**config.mk**
```make
export PLATFORM = sky130hd
export DESIGN_NAME = dct_transpose_buffer
export DESIGN_NICKNAME = d
export VERILOG_FILES = /design/src/rtl/dct_pkg.sv /design/src/rtl/dct_tb_bank.sv /design/src/rtl/dct_transpose_buffer.sv
export SDC_FILE = /design/constraint.sdc
export NUM_CORES = 2
export LEC_CHECK = 0
export CAP_MARGIN = 40
export CORE_MARGIN = 2
export CORE_UTILIZATION = 54
export CTS_CLUSTER_SIZE = 20
export DETAILED_ROUTE_END_ITERATION = 10
export PLACE_DENSITY = 0.76
export REMOVE_ABC_BUFFERS = 1
export SLEW_MARGIN = 20
export SYNTH_ARGS = -nofsm -noshare
export SYNTH_HDL_FRONTEND = slang
export SYNTH_SLANG_ARGS = --single-unit
export TNS_END_PERCENT = 5
```
**constraint.sdc**
```tcl
create_clock -name clk -period 2.09 [get_ports clk]
set_input_delay 0.418 -clock clk [delete_from_list [all_inputs] [get_ports clk]]
set_output_delay 0.418 -clock clk [all_outputs]
set_load 0.01 [all_outputs]
```
**src/rtl/dct_pkg.sv**
```systemverilog
// Shared constants and types for the DCT transpose buffer.
// An 8x8 block of 24-bit sign-magnitude coefficients is held between the
// row pass and the column pass of the 2D DCT.
package dct_pkg;

    localparam int N     = 8;
    localparam int W     = 24;
    localparam int IDX_W = 3;

    localparam logic [IDX_W-1:0] FIRST_IDX  = 3'd0;
    localparam logic [IDX_W-1:0] PENULT_IDX = 3'd6;
    localparam logic [IDX_W-1:0] LAST_IDX   = 3'd7;

    typedef logic [W-1:0]   coef_t;
    typedef logic [N*W-1:0] vec_t;

    typedef enum logic {
        FILL  = 1'b0,
        DRAIN = 1'b1
    } state_t;

endpackage

```
**src/rtl/dct_tb_bank.sv**
```systemverilog
// One NxN storage bank of coefficients.
// Rows are written whole; columns are read through a combinational mux so the
// column output follows rd_col immediately. Contents clear on reset so an
// empty bank reads as all zeros.
module dct_tb_bank
    import dct_pkg::*;
(
    input  logic             clk,
    input  logic             rst_n,
    input  logic             wr_en,
    input  logic [IDX_W-1:0] wr_row,
    input  logic [N*W-1:0]   wr_data,
    input  logic [IDX_W-1:0] rd_col,
    output logic [N*W-1:0]   rd_data
);

    coef_t mem [N][N];

    // Store an incoming row; element c of the row lands in column c.
    always_ff @(posedge clk or negedge rst_n) begin
        if (!rst_n) begin
            for (int r = 0; r < N; r++) begin
                for (int c = 0; c < N; c++) begin
                    mem[r][c] <= '0;
                end
            end
        end else if (wr_en) begin
            for (int c = 0; c < N; c++) begin
                mem[wr_row][c] <= wr_data[c*W +: W];
            end
        end
    end

    // Gather column rd_col, row r of the block going to element slot r.
    always_comb begin
        rd_data = '0;
        for (int r = 0; r < N; r++) begin
            rd_data[r*W +: W] = mem[r][rd_col];
        end
    end

endmodule

```
**src/rtl/dct_transpose_buffer.sv**
```systemverilog
// Transpose stage between the row and column passes of the 8x8 2D DCT.
// Accepts one row per beat, then emits the block's columns one per beat.
// Coefficient bits are passed through untouched.
// Optional build macro DCT_TB_PINGPONG_EN: two banks so that filling one
// block overlaps with draining the previous one. Without it a single bank
// alternates between a FILL phase and a DRAIN phase.
module dct_transpose_buffer
    import dct_pkg::*;
(
    input  logic             clk,
    input  logic             rst_n,
    input  logic             in_valid,
    output logic             in_ready,
    input  logic [N*W-1:0]   in_row,
    output logic             out_valid,
    input  logic             out_ready,
    output logic [N*W-1:0]   out_col,
    output logic [IDX_W-1:0] out_col_idx,
    output logic             out_last
);

    logic [IDX_W-1:0] wr_row;
    logic [IDX_W-1:0] rd_col;
    logic             write_fire;
    logic             read_fire;

    assign write_fire  = in_valid && in_ready;
    assign read_fire   = out_valid && out_ready;
    assign out_col_idx = rd_col;

`ifdef DCT_TB_PINGPONG_EN

    logic [1:0]     full;
    logic           wbank;
    logic           rbank;
    logic [N*W-1:0] bank_col [2];

    // Handshakes come straight from the bank occupancy flags; neither looks at
    // the opposite side's ready, and the read side never depends on out_ready.
    assign in_ready  = !full[wbank];
    assign out_valid = full[rbank];
    assign out_last  = full[rbank] && (rd_col == LAST_IDX);
    assign out_col   = rbank ? bank_col[1] : bank_col[0];

    for (genvar b = 0; b < 2; b++) begin : g_bank
        dct_tb_bank u_bank (
            .clk     (clk),
            .rst_n   (rst_n),
            .wr_en   (write_fire && (wbank == b[0])),
            .wr_row  (wr_row),
            .wr_data (in_row),
            .rd_col  (rd_col),
            .rd_data (bank_col[b])
        );
    end

    // Write and read pointers advance independently; a completed block hands
    // its bank to the reader and a drained block hands it back to the writer.
    // A set and a clear in the same cycle always target different banks.
    always_ff @(posedge clk or negedge rst_n) begin
        if (!rst_n) begin
            full   <= 2'b00;
            wbank  <= 1'b0;
            rbank  <= 1'b0;
            wr_row <= FIRST_IDX;
            rd_col <= FIRST_IDX;
        end else begin
            if (write_fire) begin
                if (wr_row == LAST_IDX) begin
                    wr_row      <= FIRST_IDX;
                    full[wbank] <= 1'b1;
                    wbank       <= ~wbank;
                end else begin
                    wr_row <= wr_row + 1'b1;
                end
            end
            if (read_fire) begin
                if (rd_col == LAST_IDX) begin
                    rd_col      <= FIRST_IDX;
                    full[rbank] <= 1'b0;
                    rbank       <= ~rbank;
                end else begin
                    rd_col <= rd_col + 1'b1;
                end
            end
        end
    end

`else

    state_t state;

    dct_tb_bank u_bank (
        .clk     (clk),
        .rst_n   (rst_n),
        .wr_en   (write_fire),
        .wr_row  (wr_row),
        .wr_data (in_row),
        .rd_col  (rd_col),
        .rd_data (out_col)
    );

    // FILL collects eight rows, DRAIN hands out eight columns; handshake
    // outputs are registered alongside the state so they switch with it.
    always_ff @(posedge clk or negedge rst_n) begin
        if (!rst_n) begin
            state     <= FILL;
            wr_row    <= FIRST_IDX;
            rd_col    <= FIRST_IDX;
            in_ready  <= 1'b1;
            out_valid <= 1'b0;
            out_last  <= 1'b0;
        end else begin
            case (state)
                FILL: begin
                    if (write_fire) begin
                        if (wr_row == LAST_IDX) begin
                            wr_row    <= FIRST_IDX;
                            state     <= DRAIN;
                            in_ready  <= 1'b0;
                            out_valid <= 1'b1;
                            out_last  <= 1'b0;
                        end else begin
                            wr_row <= wr_row + 1'b1;
                        end
                    end
                end
                DRAIN: begin
                    if (read_fire) begin
                        if (rd_col == LAST_IDX) begin
                            rd_col    <= FIRST_IDX;
                            state     <= FILL;
                            in_ready  <= 1'b1;
                            out_valid <= 1'b0;
                            out_last  <= 1'b0;
                        end else begin
                            rd_col   <= rd_col + 1'b1;
                            out_last <= (rd_col == PENULT_IDX);
                        end
                    end
                end
                default: begin
                    state <= FILL;
                end
            endcase
        end
    end

`endif

endmodule
```
### Word-level counts from Yosys, hierarchy flattened

Index checks and enable logic that the tools add are counted.

* output and inout bits: 198
* register bits: 1546
* word-level logic and storage cells: 160
* bits of input ports: 196

* magnitude comparators: 3
* bitwise logic cells: 3
* equal/unequal tests: 7
* multiplexer cells: 68
* reductions and logical operators: 7
* add/sub/neg operators: 2

Operator list (count)
* $bwmux 1536: 8
* $demux 192 s3: 8
* $bmux 24 s3: 8
* $mux 24: 17
* $mux 192: 1
* $mux 168: 1
* $mux 144: 1
* $mux 120: 1
* $mux 96: 1
* $mux 72: 1
* $mux 48: 1
* $mux 1: 14
* $eq 3x3->1 const B: 3
* $ge 4x4->1 const B: 2
* $not 3->4: 2
* $pmux 1 s2: 4
* $add 3x1->3 const B: 2
* $mux 3: 2
* $lt 4x1->1 const B: 1
* $ne 2x1->1 const B: 2
* $ne 2x2->1 const B: 2
* $reduce_and 2->1: 2
* $reduce_and 4->1: 1
* $logic_and 1x1->1: 3
* other kinds (2): 2

### Logic depth before layout (Yosys ltp)

* word-level depth: 13
* gate-level depth with buffers: 7

### Cells and area by module

From an unflattened synthesis, not the netlist that was laid out.

* cells, all modules: 3977
* area total of the unflattened synthesis: 69726.9 µm²

By module, submodules not included
* dct_tb_bank: area an instance 69210.1 µm², times used 1, cells an instance 3931, sequential area each 38436.9 µm²
* dct_transpose_buffer: area an instance 516.7 µm², times used 1, cells an instance 46, sequential area each 251.5 µm²

### Worst setup path before layout

Ideal clock, no wire load.

* path kind: reg-to-output
* from: reg rd_col[0] (netlist: out_col_idx[0])
* to: out out_col[71]
* arrival time: 1.918 ns
* path buffers: 3
* stages on the path, launching flop included: 6
* setup slack: -0.246 ns
* cell sequence: dfrtp_1 buf_2 clkbuf_1 buf_2 mux4_2 mux2_2

* word-level cells in the longest chain between the ends: 4

RTL lines
* from (decl): RTL line dct_transpose_buffer.sv:23 `logic [IDX_W-1:0] rd_col;`
* from (signal assigned): RTL line dct_transpose_buffer.sv:137 `rd_col <= rd_col + 1'b1;`
* $not 3->4 (implied by the code): RTL line dct_tb_bank.sv:38 `rd_data[r*W +: W] = mem[r][rd_col];`
* $bmux 24 s3: RTL line dct_tb_bank.sv:38
* $mux 24 (implied by the code) (2 in a row): RTL line dct_tb_bank.sv:38
* to (decl): RTL line dct_transpose_buffer.sv:17 `output logic [N*W-1:0] out_col,`

No other way between the ends. The select of a mux whose other input is x is not followed.

### Worst setup path after layout

* from: reg rd_col[0] (netlist: out_col_idx[0])
* to: out out_col[126]

The elaborated chain is that of the path after synthesis.

==> run_results.csv <==
group,metric,value,unit
power,p_switching,13200,µW
route,via_count,38282,
critical_path,critPathMaxFanout,24,
timing,rsz0062_at_grt,"true",
global_routing,met3_usage,4.49,%
critical_path,reg2reg_to,"u_bank.mem[158]",
timing,worst_pin_slew,671,ps
global_routing,gr-total-overflow,0,
route,wl,165000,µm
place,place.port_buffers,393,
critical_path,cp-end-kind,"primary output",
synth,netlist_area,70300,µm²
global_routing,grt_start_max_net_pins,103,
critical_path,crit_path_max_incr_delay,530,ps
critical_path,path_cells,"buf_12 -> buf_16 -> mux4_2 -> mux2_2 -> clkdlybuf4s50_1",
synth,synthArstFlopShare,100,%
timing,hold-worst-slack,191,ps
power,powerDensity,733,nW/µm²
place,dp_hpwl,109000,µm
timing,hold_viol,0,
global_routing,grt_first_pass_wirelength,257000,µm
global_routing,grt_antenna_before_repair,12,
cts,clk_pin_slew,60,ps
power,p_total,61700,µW
critical_path,crit_arrival,3100,ps
critical_path,cp-start-kind,"register",
critical_path,rr_startpoint,"in_ready",
die,die-height,365,µm
global_routing,groute.layer.met2.usage,39.8,%
global_routing,grt_usage,25.2,%
power,vdd.ir_drop.worst,0.690,mV
place,gp_congestion,0.787,
route,drc,0,
critical_path,required,1670,ps
outcome,failed_checks,"negative setup slack",
route,detail_route.iter0.violations,2183,
cells_and_area,nets,4751,
synth,syn_area_per_cell,17.7,µm²
global_routing,gr-usage-met1,36.6,%
cts,cts.sinks,1546,
critical_path,rrSetupSlack,40,ps
global_routing,grt_pass1_vias,41679,
synth,synth.ff_latch_count,1546,
cts,cts.path.max_buffers,3,
power,combinationalPowerShare,2.8,%
synth,yosysUniqueCellTypes,30,
timing,setup_viol,195,
timing,fin_ws,-1430,ps
cells_and_area,nFillCells,8966,
synth,ys_seq_area_share,55.0,%
critical_path,cp_top_family,"buffers and inverters",
cts,clkLatencyLatePin,770,ps
power,switching_share,21.4,%
cells_and_area,drive_gt1_share,57.9,%
critical_path,worstSetupPathType,"reg -> out",
cts,htreeDepth,4,
timing,fmax,284,MHz
die,die_w,365,µm
die,die_area,133000,µm²
critical_path,path_buf_inv,3,
power,cell_internal_pwr,48500,µW
cells_and_area,area_delta_synth_final,19.7,%
route,post_drt_wl_per_cell,25.7,µm
route,first_pass_iters,5,
die,rows,132,
global_routing,grt.busiest_layer,"met2",
synth,synth_edf_count,0,
timing,skew,18.5,ps
power,power.share.clock,48.7,%
hold_path,hp-class,"in -> async",
die,core,129000,µm²
route,vias_per_cell,5.97,
timing,relSlewSlack,55.2,%
timing,min_period,3520,ps
cts,clockRootBuffer,"clkbuf_16",
timing,maxSlewViolCount,0,
synth,netlist_instances,3979,
timing,fin_crit_sh,169,%
cts,cts_tree,"done",
critical_path,slowest_stage,"mux4_2",
cts,cts_made_buffers,164,
critical_path,worstRegToRegCells,6,
die,initial_utilization,54.4,%
outcome,outcome,"finished, violations left",
cells_and_area,post-route-util,65.1,%
timing,setup_tns,-252480,ps
route,drtAntennaViolNets,0,
power,seq_power_share,48.5,%
die,ios,394,
power,p_leak,0.0413,µW
flow_run,cap_violations,0,
cts,post_cts_buffers,0,
synth,synth-main-ff-cell,"dfrtp_1",
synth,yosysWarnings,0,
-- power by group through the flow --
stage | combinational, µW | clock [µW] | sequential, µW
after floorplan | 35.9 | 0 | 30500
after global placement | 1760 | 0 | 30500
after detailed placement | 1780 | 0 | 30500
after CTS | 1790 | 30600 | 29900
after global routing | 1920 | 31900 | 29900
final | 1750 | 30000 | 29900
-- cell families after synthesis --
group	count (synthesis)	synth area share, %
and+or+nand+nor	25	0.187
adders and majority gates	6	0.107
AOI/OAI and AO/OA	8	0.0748
muxes	2114	41.9
buffers and inverters	280	2.67
DFF	1546	55.0
-- synthesized netlist by cell type, types with 2 or more instances --
cell type	number	area, µm²
nor2_1	6	22.5
buf_8	9	135
buf_1	5	18.8
buf_12	31	621
nand2_1	5	18.8
nand3_1	3	15.0
mux2_4	360	5410
buf_2	167	836
ha_1	6	75.1
or3_1	3	18.8
o21ai_0	2	10.0
mux4_2	384	8650
mux2_2	1370	15400
dfrtp_1	1545	38700
inv_1	2	7.51
nand3b_1	2	15.0
nand4b_1	2	17.5
clkbuf_1	64	240
nand2b_1	2	12.5
-- metal layers --
| metal | vias to the layer above | wire length, µm | part of all wire, % |
|---|---|---|---|
| met2 | 824 | 79300 | 48 |
| met5 | - | 91 | 0.055 |
| li1 | 16106 | - | - |
| met4 | 14 | 3210 | 1.9 |
| met1 | 21104 | 74300 | 45 |
| met3 | 234 | 7780 | 4.7 |
-- worst max-delay path by stage --
stage / start / to / slack (ps) / cells after the start
finish: out_col_idx[0] / out_col[126] / -1430 / 5
global route: out_col_idx[0] / out_col[47] / -1530 / 5
CTS: out_col_idx[0] / out_col[186] / -1510 / 5
detailed placement: out_col_idx[0] / out_col[81] / -660 / 5
global placement: out_col_idx[0] / out_col[186] / -650 / 5
floorplan: out_col_idx[0] / out_col[0] / -14020 / 2
-- flip-flops by register name, indices dropped and copies added (netlist names) --
register,flops
u_bank.mem,1536
out_col_idx,3
wr_row,3
in_ready,1
out_last,1
out_valid,1
state,1
-- cell usage in the layout, fill, tap and decap left out, drive strengths merged, types with 6 or more instances in the layout --
master,n
buf,314
inv,6
clkbuf,232
dlygate4sd2,13
mux2,1730
clkinv,29
bufinv,17
mux4,384
clkdlybuf4s50,353
dfrtp,1545
nor2,6
ha,6
-- worst register-to-register path: cells and delay by family (launching register included) --
| family | cells | cell delay (ps) |
|---|---|---|
| buffers and inverters | 3 | 670 |
| flip-flops | 1 | 610 |
| multiplexers | 1 | 390 |
| AND/OR/NAND/NOR | 2 | 260 |
-- through the flow --
| step | instances | area [µm²] | setup slack (ps) |
|---|---|---|---|
| floorplan | 3701 | 68400 | -14020 |
| global placement | 6124 | 78400 | -648 |
| detailed placement | 6124 | 78400 | -656 |
| CTS | 6412 | 84100 | -1510 |
| global route | 6414 | 84200 | -1530 |
| finish | 6416 | 84200 | -1430 |
-- layout make-up --
type                       count  area (µm²)  share of cell area, %
antenna                        4        10.0                 0.0119
clock buffer                 232        4830                   5.73
clock inverter                55         751                  0.892
inverter                       2        7.51                0.00892
multi-input combinational   2153       29900                   35.5
sequential                  1546       38700                   46.0
tap                         1742        2180                   2.59
timing repair buffer         682        7830                   9.30
-- what timing repair did --
item	CTS	global route
endpoints found under the setup margin	198	498
hold buffers	1	0
endpoints found under the hold margin	536	0
resized for setup	151	14
pin swaps	0	4
No activity file was read; power rests on OpenSTA's default activity.
